===== src/rtl/fifo_ctrl.sv =====
// Pointer/occupancy/flag controller for a first-word-fall-through FIFO built
// around an external reg_file array (write address, read address, write enable).
module fifo_ctrl #(
    parameter int ADDR_WIDTH = 2,
    parameter int AF_THRESH  = 3,
    parameter int AE_THRESH  = 1
) (
    input  logic                  clk,
    input  logic                  reset,
    input  logic                  wr,
    input  logic                  rd,
    input  logic                  clr_err,
    output logic                  wr_en,
    output logic [ADDR_WIDTH-1:0] w_addr,
    output logic [ADDR_WIDTH-1:0] r_addr,
    output logic                  full,
    output logic                  empty,
    output logic                  almost_full,
    output logic                  almost_empty,
    output logic [ADDR_WIDTH:0]   count,
    output logic                  overflow,
    output logic                  underflow
);

    localparam logic [ADDR_WIDTH:0] DEPTH = (ADDR_WIDTH+1)'(2**ADDR_WIDTH);
    localparam logic [ADDR_WIDTH:0] AF    = (ADDR_WIDTH+1)'(AF_THRESH);
    localparam logic [ADDR_WIDTH:0] AE    = (ADDR_WIDTH+1)'(AE_THRESH);

    logic [ADDR_WIDTH-1:0] w_ptr_reg, w_ptr_next;
    logic [ADDR_WIDTH-1:0] r_ptr_reg, r_ptr_next;
    logic [ADDR_WIDTH:0]   count_reg, count_next;
    logic                  overflow_reg, overflow_next;
    logic                  underflow_reg, underflow_next;
    logic                  do_wr, do_rd;

    // Status comes from registered state only, never from this cycle's requests.
    assign full         = (count_reg == DEPTH);
    assign empty        = (count_reg == '0);
    assign almost_full  = (count_reg >= AF);
    assign almost_empty = (count_reg <= AE);
    assign count        = count_reg;
    assign w_addr       = w_ptr_reg;
    assign r_addr       = r_ptr_reg;
    assign overflow     = overflow_reg;
    assign underflow    = underflow_reg;

    // A simultaneous pop frees the slot, so a write into a full FIFO is legal
    // when rd is also high; an empty FIFO never bypasses the write to the read.
    assign do_wr = wr & (~full | rd);
    assign do_rd = rd & ~empty;
    assign wr_en = do_wr & ~reset;

    always_comb begin
        w_ptr_next     = w_ptr_reg + ADDR_WIDTH'(do_wr);
        r_ptr_next     = r_ptr_reg + ADDR_WIDTH'(do_rd);
        count_next     = count_reg + (ADDR_WIDTH+1)'(do_wr) - (ADDR_WIDTH+1)'(do_rd);
        overflow_next  = (wr & full & ~rd) | (overflow_reg & ~clr_err);
        underflow_next = (rd & empty) | (underflow_reg & ~clr_err);
    end

    always_ff @(posedge clk) begin
        if (reset) begin
            w_ptr_reg     <= '0;
            r_ptr_reg     <= '0;
            count_reg     <= '0;
            overflow_reg  <= 1'b0;
            underflow_reg <= 1'b0;
        end else begin
            w_ptr_reg     <= w_ptr_next;
            r_ptr_reg     <= r_ptr_next;
            count_reg     <= count_next;
            overflow_reg  <= overflow_next;
            underflow_reg <= underflow_next;
        end
    end

endmodule


===== config.mk =====
export PLATFORM = sky130hd
export DESIGN_NAME = fifo_ctrl
export DESIGN_NICKNAME = d
export VERILOG_FILES = /design/src/rtl/fifo_ctrl.sv
export SDC_FILE = /design/constraint.sdc
export NUM_CORES = 1
export LEC_CHECK = 0
export ABC_CLOCK_PERIOD_IN_PS = 4800
export CORE_AREA = 5 5 42 44
export CTS_CLUSTER_SIZE = 14
export DETAILED_ROUTE_END_ITERATION = 16
export DIE_AREA = 0 0 47 49
export PLACE_DENSITY = 0.78
export SYNTH_ARGS = -nofsm -noshare
export SYNTH_HDL_FRONTEND = slang
export SYNTH_SLANG_ARGS = --single-unit

===== constraint.sdc =====
create_clock -name clk -period 4.8 [get_ports clk]
set_clock_uncertainty 0.15 [all_clocks]
set_input_delay 0.72 -clock clk [delete_from_list [all_inputs] [get_ports clk]]
set_output_delay 0.72 -clock clk [all_outputs]
set_load 0.005 [all_outputs]

==> flow_summary.toml <==
[grt]
gr-usage-met2 = 0.147
antenna_found_initial = 0
met3_usage = 0.0443
grt_pass1_vias = 421
grtUsageTotal = 0.112
use_met1 = 0.159
grt.overflow.total = 0
grt.busiest_layer = "met1"
grt_pass1_wl_um = 1890
grt_max_degree = 14

[detailed_routing]
drc = 0
vias = 453
wl_um = 1060
via_per_inst = 4.98
wl_per_cell_um = 11.6
antenna_left = 0
drtPass1Iterations = 2
drt-initial-drc-count = 4

[cts]
cts-hold-fix-buffers = 0
cts_tree = "done"
numCtsBuffers = 3
path_clk_slew_ns = 0.07
postCtsSetupBuffers = 0
cts_resized = 0
cts_root_buf = "clkbuf_4"
insertion_delay_ns = 0.26
cts_buffer_depth = 2
cts_max_level = 1
clock_sink_count = 9

[timing]
setup_viol = 0
tns_ns = 0
rsz0062_at_grt = "no"
worst_pin_slew_ns = 0.497
relSlewSlack = 0.664
fin_crit_sh = 0.646
finalCriticalPeriod_ns = 3.10
max_freq_ghz = 0.322
finalMaxSlewViolations = 0
hold_viol = 0

[power]
p_leak_nw = 0.295
clkPwrFrac = 0.143
intPower_mw = 0.270
ir_drop_mv = 0.301
switching_share = 0.354
powerDensity_nw_per_um2 = 569
finalPower_mw = 0.418
comb_power_share = 0.533
power_frac_seq = 0.324
net-switching-power_mw = 0.148

[final_layout]
largest_reg_flops = 3
drive_above_1_share = 0.120
fillers = 142
syn2layout_area_growth_pct = 37.7
nNetsFinal = 87
antennaDiodeCount = 0

[worst_setup_path]
worstSetupPathType = "input pin to primary output"
cp_max_fo = 6
required_ns = 3.93
cp.arrival_ns = 2.23
reg2reg_depth = 7
crit_path_end_kind = "primary output"
start_kind = "input pin"

[floorplanning]
rows = 14
fp.dieH_um = 49
die_width_um = 47
num_io_pins = 19
start_util = 0.381
core_area_um2 = 1400
dieArea_um2 = 2300

[min_path]
hold_class = "flip-flop to flip-flop"
hold_depth = 2

[synthesis]
synth_area_leaders = "dfxtp_1 (34%), ha_1 (12%), nor2b_1 (5.9%)"
ys_ff_latch = 9
async_flop_share = 0
seq_area_frac_synth = 0.337
yosys.area.top_type = "dfxtp_1"
netlist_instances = 56
syn_nets = 67
synth_edf_count = 0
yosys.cell_count.top_type = "dfxtp_1"
syn_area_um2 = 534
synth_cell_types = 26
synth_commonest_cells = "dfxtp_1 (9), nor2_1 (6), ha_1 (5), nor2b_1 (5), inv_1 (4)"
synth_area_per_cell_um2 = 9.54
synth_top_area_share = 0.337
yosysWarnings = 0
ys.flop_type = "dfxtp_1"

[place]
dp_hpwl_um = 781
gp_congestion = 0.651
portBuffers = 18

[status]
status = "completed"

[job]
cap_violations = 0
## final timing paths
check                  startpoint                    to  slack, ns
max                            rd                 wr_en       1.70
min          underflow$_SDFF_PP0_  underflow$_SDFF_PP0_       0.32
max reg2reg   count[1]$_SDFF_PP0_   count[2]$_SDFF_PP0_       2.89
min reg2reg  underflow$_SDFF_PP0_  underflow$_SDFF_PP0_       0.32
## cell type report
| cell class | instances | area [um^2] | share of cell area |
|---|---|---|---|
| multi-input cells | 40 | 313 | 0.425 |
| flip-flops and latches | 9 | 180 | 0.245 |
| repair buffers | 18 | 180 | 0.245 |
| clock buffers | 3 | 22.5 | 0.0306 |
| well taps | 16 | 20.0 | 0.0272 |
| inverters | 4 | 15.0 | 0.0204 |
| clock inverters | 1 | 5.00 | 0.00680 |
## layer usage
metal	routed length [um]	vias to the layer above	share of wire
met5	0	-	0
met4	14	0	0.013
met3	47	2	0.045
met2	467	8	0.44
met1	525	214	0.50
li1	-	229	-
## power groups by stage
stage | Sequential [mW] | Clock, mW | Combinational [mW]
after floorplan | 0.122 | 0 | 0.135
after global placement | 0.136 | 0 | 0.221
after global routing | 0.143 | 0.0685 | 0.250
after CTS | 0.136 | 0.0618 | 0.226
final | 0.136 | 0.0599 | 0.223
after detailed placement | 0.137 | 0 | 0.224
## worst max-delay path, stage by stage
cell and delay, ns:
clkdlybuf4s50_1 0.48, nor4b_1 0.47, nor3b_1 0.10, clkdlybuf4s50_1 0.46
## logic make-up (layout without fill, tap and decap cells)
logic type / Yosys count / in the layout / share of synthesized area
XOR/XNOR: 3 / 3 / 0.0492
adder cells (fa/ha/maj): 6 / 6 / 0.155
AND/OR/NAND/NOR: 21 / 21 / 0.220
flip-flops: 9 / 9 / 0.337
AO/OA/AOI/OAI: 8 / 8 / 0.119
multiplexers: 2 / 2 / 0.0422
buffers and inverters: 7 / 26 / 0.0773
## metrics by stage
step	cell area, um^2	util	instances	setup WS [ns]	hold WS, ns
CTS	736	0.525	91	1.69	0.324
floorplan	534	-	56	2.69	0.311
global route	736	0.525	91	1.58	0.369
detailed placement	708	0.505	87	1.69	0.312
finish	736	0.525	91	1.70	0.320
global placement	708	0.505	87	1.71	0.308
## placed cells by master, fill, tap and decap left out, types with 3 or more instances in the layout
cell type        Yosys  final
nor2_1               6      6
clkdlybuf4s50_1      0     18
inv_1                4      4
nor2b_1              5      5
clkbuf_4             0      3
dfxtp_1              9      9
ha_1                 5      5
Note: power is estimated with default switching activity, not from simulation.
